[config.mk]
export PLATFORM = sky130hd
export DESIGN_NAME = cmp_stream_flat
export DESIGN_NICKNAME = d
export VERILOG_FILES = /design/src/rtl/cmp_stream_pkg.sv /design/src/rtl/cmp_stream_if.sv /design/src/rtl/cmp_stream_core.sv /design/src/rtl/cmp_stream.sv /design/src/flat_wrapper.sv
export SDC_FILE = /design/constraint.sdc
export NUM_CORES = 1
export LEC_CHECK = 0
export CAP_MARGIN = 20
export CORE_UTILIZATION = 47
export CTS_CLUSTER_DIAMETER = 60
export DETAILED_ROUTE_END_ITERATION = 6
export HOLD_SLACK_MARGIN = 0.06
export PLACE_DENSITY = 0.68
export REMOVE_ABC_BUFFERS = 1
export SLEW_MARGIN = 20
export SYNTH_ARGS = -nofsm -noshare
export SYNTH_HDL_FRONTEND = slang
export SYNTH_HIERARCHICAL = 1
export SYNTH_SLANG_ARGS = --single-unit
[constraint.sdc]
create_clock -name clk -period 4.9 [get_ports clk]
set_input_delay 1.47 -clock clk [delete_from_list [all_inputs] [get_ports clk]]
set_output_delay 1.47 -clock clk [all_outputs]
set_load 0.05 [all_outputs]
[src/rtl/cmp_stream_pkg.sv]
// Shared encodings for the streaming comparator: one-hot {g,e,l} codes,
// compare-mode constants and the window tracker states.
package cmp_pkg;

  localparam logic [2:0] GEL_GT = 3'b100;
  localparam logic [2:0] GEL_EQ = 3'b010;
  localparam logic [2:0] GEL_LT = 3'b001;

  localparam logic MODE_UNSIGNED = 1'b0;
  localparam logic MODE_SIGNED   = 1'b1;

  typedef enum logic {
    IDLE  = 1'b0,
    ACCUM = 1'b1
  } trk_state_t;

endpackage

[src/rtl/cmp_stream_if.sv]
// Sample/result handshake bundle between producer, comparator and consumer.
interface cmp_stream_if #(
  parameter int unsigned WIDTH = 8
);
  logic             in_valid;
  logic             in_ready;
  logic [WIDTH-1:0] a;
  logic [WIDTH-1:0] b;
  logic             signed_mode;
  logic             out_valid;
  logic             out_ready;
  logic             g;
  logic             e;
  logic             l;

  modport master (
    output in_valid, a, b, signed_mode, out_ready,
    input  in_ready, out_valid, g, e, l
  );

  modport slave (
    input  in_valid, a, b, signed_mode, out_ready,
    output in_ready, out_valid, g, e, l
  );
endinterface

[src/rtl/cmp_stream_core.sv]
// Combinational WIDTH-bit compare in two's-complement or unsigned mode,
// returning one-hot {g,e,l}.
module cmp_core
  import cmp_pkg::*;
#(
  parameter int unsigned WIDTH = 8
) (
  input  logic [WIDTH-1:0] a,
  input  logic [WIDTH-1:0] b,
  input  logic             signed_mode,
  output logic [2:0]       gel
);

  // Differing signs in signed mode decide directly; otherwise a magnitude
  // compare is correct for both modes.
  always_comb begin
    gel = GEL_EQ;
    if (signed_mode == MODE_SIGNED && a[WIDTH-1] != b[WIDTH-1]) begin
      gel = a[WIDTH-1] ? GEL_LT : GEL_GT;
    end else if (a > b) begin
      gel = GEL_GT;
    end else if (a < b) begin
      gel = GEL_LT;
    end
  end

endmodule

[src/rtl/cmp_stream.sv]
// Two-stage valid/ready comparator pipeline with a windowed min/max tracker
// on operand a of every delivered result.
module cmp_stream
  import cmp_pkg::*;
#(
  parameter int unsigned WIDTH  = 8,
  parameter int unsigned WINDOW = 16
) (
  input  logic             clk,
  input  logic             rst,
  cmp_stream_if.slave      bus,
  input  logic             clear,
  output logic             win_done,
  output logic [WIDTH-1:0] win_max,
  output logic [WIDTH-1:0] win_min,
  output logic             win_mixed
);

  localparam int unsigned CW = $clog2(WINDOW + 1);
  localparam logic [CW-1:0] LAST = CW'(WINDOW - 1);

  logic             advance;
  logic             hs;

  logic             s1_valid;
  logic [WIDTH-1:0] s1_a;
  logic [WIDTH-1:0] s1_b;
  logic             s1_mode;
  logic [2:0]       s1_gel;

  logic             o_valid;
  logic [2:0]       o_gel;
  logic [WIDTH-1:0] o_a;
  logic             o_mode;

  trk_state_t       state;
  logic [CW-1:0]    count;
  logic [WIDTH-1:0] cur_max;
  logic [WIDTH-1:0] cur_min;
  logic             win_mode;
  logic             mixed;
  logic [2:0]       gel_hi;
  logic [2:0]       gel_lo;
  logic             same_mode;
  logic [WIDTH-1:0] nxt_max;
  logic [WIDTH-1:0] nxt_min;
  logic             nxt_mixed;

  assign advance       = !o_valid || bus.out_ready;
  assign bus.in_ready  = !rst && advance;
  assign bus.out_valid = o_valid;
  assign bus.g         = o_gel[2];
  assign bus.e         = o_gel[1];
  assign bus.l         = o_gel[0];
  assign hs            = o_valid && bus.out_ready;

  // Stage 1: capture the operand pair and its mode.
  always_ff @(posedge clk) begin
    if (rst) begin
      s1_valid <= 1'b0;
    end else if (advance) begin
      s1_valid <= bus.in_valid;
      s1_a     <= bus.a;
      s1_b     <= bus.b;
      s1_mode  <= bus.signed_mode;
    end
  end

  cmp_core #(.WIDTH(WIDTH)) u_stage2 (
    .a           (s1_a),
    .b           (s1_b),
    .signed_mode (s1_mode),
    .gel         (s1_gel)
  );

  // Stage 2: register the compare result; flags are all-zero when empty.
  always_ff @(posedge clk) begin
    if (rst) begin
      o_valid <= 1'b0;
      o_gel   <= '0;
    end else if (advance) begin
      o_valid <= s1_valid;
      o_gel   <= s1_valid ? s1_gel : 3'b000;
      o_a     <= s1_a;
      o_mode  <= s1_mode;
    end
  end

  cmp_core #(.WIDTH(WIDTH)) u_trk_max (
    .a           (o_a),
    .b           (cur_max),
    .signed_mode (win_mode),
    .gel         (gel_hi)
  );

  cmp_core #(.WIDTH(WIDTH)) u_trk_min (
    .a           (o_a),
    .b           (cur_min),
    .signed_mode (win_mode),
    .gel         (gel_lo)
  );

  // Candidate window extrema/mixed flag if the delivered sample is folded in.
  always_comb begin
    same_mode = (o_mode == win_mode);
    nxt_max   = (same_mode && gel_hi == GEL_GT) ? o_a : cur_max;
    nxt_min   = (same_mode && gel_lo == GEL_LT) ? o_a : cur_min;
    nxt_mixed = mixed || !same_mode;
  end

  // Window tracker: accumulate on each delivered result, publish at WINDOW.
  always_ff @(posedge clk) begin
    win_done <= 1'b0;
    if (rst) begin
      state     <= IDLE;
      count     <= '0;
      cur_max   <= '0;
      cur_min   <= '0;
      win_mode  <= MODE_UNSIGNED;
      mixed     <= 1'b0;
      win_max   <= '0;
      win_min   <= '0;
      win_mixed <= 1'b0;
    end else if (clear) begin
      state <= IDLE;
      count <= '0;
    end else if (hs) begin
      unique case (state)
        IDLE: begin
          win_mode <= o_mode;
          cur_max  <= o_a;
          cur_min  <= o_a;
          mixed    <= 1'b0;
          if (WINDOW == 1) begin
            win_done  <= 1'b1;
            win_max   <= o_a;
            win_min   <= o_a;
            win_mixed <= 1'b0;
            count     <= '0;
          end else begin
            count <= CW'(1);
            state <= ACCUM;
          end
        end
        ACCUM: begin
          cur_max <= nxt_max;
          cur_min <= nxt_min;
          mixed   <= nxt_mixed;
          if (count == LAST) begin
            win_done  <= 1'b1;
            win_max   <= nxt_max;
            win_min   <= nxt_min;
            win_mixed <= nxt_mixed;
            count     <= '0;
            state     <= IDLE;
          end else begin
            count <= count + 1'b1;
          end
        end
      endcase
    end
  end

endmodule

[src/flat_wrapper.sv]
// flat-port wrapper written by rule: the top's interface ports become plain ports
module cmp_stream_flat import cmp_pkg::*;
#(
  parameter int unsigned WIDTH  = 8,
  parameter int unsigned WINDOW = 16
)
  (clk, rst, clear, win_done, win_max, win_min, win_mixed, bus_in_valid, bus_a, bus_b, bus_signed_mode, bus_out_ready, bus_in_ready, bus_out_valid, bus_g, bus_e, bus_l);
  cmp_stream_if #(.WIDTH(WIDTH)) bus_i ();
  input  logic clk;
  input  logic rst;
  input  logic clear;
  output logic win_done;
  output logic [WIDTH-1:0] win_max;
  output logic [WIDTH-1:0] win_min;
  output logic win_mixed;
  input wire logic [$bits(bus_i.in_valid)-1:0] bus_in_valid;
  input wire logic [$bits(bus_i.a)-1:0] bus_a;
  input wire logic [$bits(bus_i.b)-1:0] bus_b;
  input wire logic [$bits(bus_i.signed_mode)-1:0] bus_signed_mode;
  input wire logic [$bits(bus_i.out_ready)-1:0] bus_out_ready;
  output wire logic [$bits(bus_i.in_ready)-1:0] bus_in_ready;
  output wire logic [$bits(bus_i.out_valid)-1:0] bus_out_valid;
  output wire logic [$bits(bus_i.g)-1:0] bus_g;
  output wire logic [$bits(bus_i.e)-1:0] bus_e;
  output wire logic [$bits(bus_i.l)-1:0] bus_l;
  assign bus_i.in_valid = bus_in_valid;
  assign bus_i.a = bus_a;
  assign bus_i.b = bus_b;
  assign bus_i.signed_mode = bus_signed_mode;
  assign bus_i.out_ready = bus_out_ready;
  assign bus_in_ready = bus_i.in_ready;
  assign bus_out_valid = bus_i.out_valid;
  assign bus_g = bus_i.g;
  assign bus_e = bus_i.e;
  assign bus_l = bus_i.l;
  cmp_stream #(.WIDTH(WIDTH), .WINDOW(WINDOW)) u_core (.clk(clk), .rst(rst), .bus(bus_i), .clear(clear), .win_done(win_done), .win_max(win_max), .win_min(win_min), .win_mixed(win_mixed));
endmodule
* Yosys cells after proc, flatten, opt, wreduce, memory -nomap -nowiden
Index checks and enable logic that the tools add are counted.
** Word-level totals
- Flip-flop bits (word level) :: 73
- Bits in latches :: 0
- Bits in writable memories :: 0
- Memory bits (read-only) :: 0
- Output and inout bits :: 23
- Logic and storage cells :: 76
- Memories :: 0
** Operators by class
- Add/subtract/negate cells :: 1
- Multipliers :: 0
- Div/mod/pow operators :: 0
- $lt $le $gt $ge :: 6
- Eq/ne operators :: 7
- Shift operators :: 0
- Muxes and demuxes :: 22
- Bitwise gates (word level) :: 4
- Reduce and logical (&&, ||, !) cells :: 18
** Operators with widths (number)
- $pmux W8 S2 :: 2
- $mux W3 :: 9
- $gt A8 B8 Y1 :: 3
- $lt A8 B8 Y1 :: 3
- $mux W8 :: 2
- $pmux W5 S2 :: 1
- $logic_and A1 B1 Y1 :: 7
- $mux W2 :: 3
- $add A5 B1 Y5 const B :: 1
- $eq A5 B4 Y1 const B :: 1
- $mux W5 :: 1
- $not A1 Y1 :: 4
- $pmux W1 S2 :: 2
- $reduce_and A2 Y1 :: 2
- $reduce_and A4 Y1 :: 1
- $reduce_or A4 Y1 :: 1
- $eq A3 B1 Y1 const B :: 1
- $eq A3 B3 Y1 const B :: 1
- $logic_not A1 Y1 :: 3
- $ne A1 B1 Y1 :: 3
- $reduce_and A3 Y1 :: 1
- $logic_or A1 B1 Y1 :: 2
- $mux W1 :: 2
- $reduce_or A2 Y1 :: 1
- $eq A1 B1 Y1 :: 1

* Longest topological paths before layout
- Depth in word-level cells :: 8
- Gate-level depth with buffers :: 11
- Mapped depth without buffers :: 9

* Hierarchy
The synthesis kept the hierarchy.
** Modules (own cells, without submodules)
- cmp_stream :: times used 1, cells each 316, area each 3345.7 um^2
- cmp_core :: times used 3, cells each 34, area each 254.0 um^2

* Least setup slack after synthesis
OpenSTA, ideal clock, no wires.
- Path kind :: input to output
- From :: in rst
- To :: out bus_in_ready
- Arrival time :: 3.591 ns
- Data required time :: 3.430 ns
- Slack :: -0.161 ns
- Stages on the path :: 3
- Buffers on the path :: 2
- Path through :: buf_2 -> buf_1 -> nor2_1
** On the way
- Longest elaborated chain between the ends :: 2
** RTL lines
- from (decl) :: RTL line flat_wrapper.sv:10 : input logic rst;
- $logic_not A1 Y1 :: RTL line cmp_stream.sv:50 : assign bus.in_ready = !rst && advance;
- $logic_and A1 B1 Y1 :: RTL line cmp_stream.sv:50
- to (decl) :: RTL line flat_wrapper.sv:21 : output wire logic [$bits(bus_i.in_ready)-1:0] bus_in_ready;
No other way between the ends.

* Worst setup path after layout
- From :: in bus_out_ready
- To :: out bus_in_ready
** On the way
- Longest elaborated chain between the ends :: 2
** RTL lines
- from (decl) :: RTL line flat_wrapper.sv:20 : input wire logic [$bits(bus_i.out_ready)-1:0] bus_out_ready;
- $logic_or A1 B1 Y1 :: RTL line cmp_stream.sv:49 : assign advance = !o_valid || bus.out_ready;
- $logic_and A1 B1 Y1 :: RTL line cmp_stream.sv:50
No other way between the ends.

==> flow_metrics.env <==
export IMPL_outcome="complete, no violations"
export IMPL_rsz0062_at_grt="false"
export IMPL_wire_per_inst_um=17.2
export IMPL_die_w_um=95.5
export IMPL_cts_hold_buf=0
export IMPL_clock_sinks=73
export IMPL_maxCapViolCount=0
export IMPL_synth_top_flop_cell="dfxtp_1"
export IMPL_numCtsBuffers=9
export IMPL_syn_to_final_growth_pct=17.2
export IMPL_reg2reg_to="u_core/win_min[5]"
export IMPL_hold_depth=2
export IMPL_synth_edff_count=26
export IMPL_routed_wl_mm=9.58
export IMPL_vias_per_cell=6.28
export IMPL_layout_drive_gt1_share_pct=11.5
export IMPL_cts_tree="built"
export IMPL_htree_levels=3
export IMPL_hp_start="u_core/o_gel[1]"
export IMPL_synth_sequential_area_ratio_pct=41.9
export IMPL_post_route_period_util_pct=84.3
export IMPL_cp_arrival_ns=2.66
export IMPL_firstDrtPassIters=4
export IMPL_setup_ws_ns=0.771
export IMPL_stdcell_area_um2=4820
export IMPL_io_buffer_count=44
export IMPL_final_max_slew_viol_count=0
export IMPL_place_inst=540
export IMPL_fmax_mhz=242
export IMPL_pre_cts_slack_ns=0.779
export IMPL_diodes=0
export IMPL_ys_ff_latch=73
export IMPL_final_cells=557
export IMPL_dieHeight_um=95.5
export IMPL_setup_violations_final=0
export IMPL_finalSetupTns_ns=0
export IMPL_cts_root_buf="clkbuf_8"
export IMPL_grt_pass1_wl_mm=15.6
export IMPL_p_leak_nw=1.62
export IMPL_hpwl_mm=6.24
export IMPL_tightest_slew_ns=0.935
export IMPL_crit_fanout=8
export IMPL_nets=494
export IMPL_synth_distinct_cells=49
export IMPL_synth_area_per_cell_um2=9.83
export IMPL_rows=33
export IMPL_hold_path_end="u_core/o_gel[1]"
export IMPL_rr_worst_depth=9
export IMPL_syn_area_um2=4110
export IMPL_io_pins=45
export IMPL_grt_max_degree=43
export IMPL_cp_end_kind="primary output"
export IMPL_start_util_pct=49.2
export IMPL_die_area_um2=9120
export IMPL_clockBufferDepth=2
export IMPL_drtIter0Drc=225
export IMPL_reg2reg_from="u_core/o_a[7]"
export IMPL_relSlewSlack_pct=37.4
export IMPL_ant_nets=0
export IMPL_clkLatencyLatePin_ns=0.36
export IMPL_grt_overflow_total=0
export IMPL_fin_skew_ns=0.00783
export IMPL_grt_total_usage_pct=22.6
export IMPL_drc=0
export IMPL_grt_antenna_before_repair=0
export IMPL_holdCritPathClass="flip-flop to flip-flop"
export IMPL_async_flop_share_pct=0
export IMPL_cts_resized_gates=0
export IMPL_final_hold_violation_count=0
export IMPL_core_um2=8340
export IMPL_ys_warn_count=6
export IMPL_powerDensity_nw_per_um2=282
export IMPL_synth_cells=418
export IMPL_postCtsSetupRepairBufs=0
export IMPL_gp_congestion=0.767
export IMPL_r2r_setup_slack_ns=1.89
export IMPL_final_core_util_pct=57.7
export IMPL_ir_drop_v=0.000169
export IMPL_required_ns=3.43
export IMPL_dpl_cell_area_um2=4580
export IMPL_clk_pin_slew_ns=0.07
export IMPL_startpoint_type="input pin"
export IMPL_fin_crit_ns=4.13
export IMPL_vias=3497
export IMPL_crit_type="input pin to primary output"
export IMPL_grt_pass1_vias=3211
-- worst max-delay path by stage --
stage,from,cells past startpoint,end
CTS,bus_out_ready,4,bus_in_ready
floorplan,bus_out_ready,2,bus_in_ready
global placement,bus_out_ready,4,bus_in_ready
global route,bus_out_ready,4,bus_in_ready
detailed placement,bus_out_ready,4,bus_in_ready
finish,bus_out_ready,4,bus_in_ready
-- placed cells by master, fill, tap and decap left out, types with 5 or more instances in the layout --
master / count
o21ai_0: 5
buf_4: 7
nand3b_1: 5
nand4b_1: 7
nand3_1: 23
o21ai_1: 18
a21oi_1: 19
o2111ai_1: 32
clkbuf_8: 9
ha_1: 25
inv_1: 28
nor2b_1: 13
edfxtp_1: 26
nand2_1: 27
a311oi_2: 12
a31oi_1: 18
clkdlybuf4s50_1: 43
dfxtp_1: 46
nor2_1: 5
nand4_1: 20
-- routing by layer --
metal	wire (um)	global-route usage, %	part of all wire (%)
met1	4060	29.3	42
met2	4710	36.7	49
met3	723	6.22	7.5
met4	93	7.09	0.97
met5	0	0	0
-- cell families after synthesis --
group / after synthesis / share of synthesized area, %
AOI/OAI and AO/OA: 131 / 24.8
and+or+nand+nor: 123 / 18.0
DFF: 73 / 41.9
buffers and inverters: 64 / 6.82
adders and majority gates: 25 / 7.61
xor gates and xnor gates: 2 / 0.792
-- layout make-up --
class,count,area [um2]
Tap cell,105,131
Timing Repair Buffer,52,531
Clock buffer,10,128
Inverter,30,113
Multi-Input combinational cell,281,2110
Fill cell,705,3520
Clock inverter,6,82.6
Sequential cell,73,1720
-- state kept, by name (all words and copies together) (netlist names), 3 cells and up --
name,flops
u_core/s1_a,8
u_core/win_min,8
u_core/s1_b,8
u_core/o_gel,3
u_core/win_max,8
u_core/cur_max,8
u_core/cur_min,8
u_core/o_a,8
u_core/count,5
-- per-stage QoR --
stage	hold WS [ns]	total power, W
after floorplan	0.426	0.000779
after global placement	0.438	0.000845
after detailed placement	0.441	0.000851
after CTS	0.465	0.00136
after global routing	0.482	0.00141
final	0.460	0.00136
-- report_power, final --
| part | switching (W) | total, W | internal, W |
|---|---|---|---|
| Combinational | 0.000108 | 0.000175 | 0.0000666 |
| Sequential | 0.0000193 | 0.000667 | 0.000648 |
| Clock | 0.000232 | 0.000515 | 0.000283 |
| Total | 0.000359 | 0.00136 | 0.000998 |
-- synthesized netlist by cell type (2+ instances only) --
master     count  area share (%)
dfxtp_1       47              23
o2111ai_1     32             6.8
inv_1         29             2.6
nand2_1       27             2.5
edfxtp_1      26              19
ha_1          25             7.6
nand3_1       23             2.8
nand4_1       20             3.0
a21oi_1       19             2.3
a31oi_1       18             2.7
o21ai_1       18             2.2
buf_2         14             1.7
clkbuf_1      13             1.2
nor2b_1       13             2.0
a311oi_2      12             4.4
nand4b_1       7             1.5
nor2_1         6            0.55
nand3b_1       5            0.91
o21ai_0        5            0.61
a311oi_1       4            0.85
buf_4          4            0.73
a21o_1         3            0.55
a21o_2         3            0.64
a21oi_2        3            0.64
a41o_1         3            0.73
nand4_2        3            0.91
nor3_1         3            0.37
o211ai_1       3            0.55
o21ba_1        3            0.73
or2_1          3            0.46
a211oi_1       2            0.37
and3_1         2            0.30
buf_1          2            0.18
nor3b_2        2            0.61
or3b_1         2            0.43
-- critical path, stage by stage --
cell and delay [ns]:
clkdlybuf4s50_1 0.52, nor2b_1 0.39, nor2_2 0.11, buf_12 0.17
(Power assumes the default switching activity.)
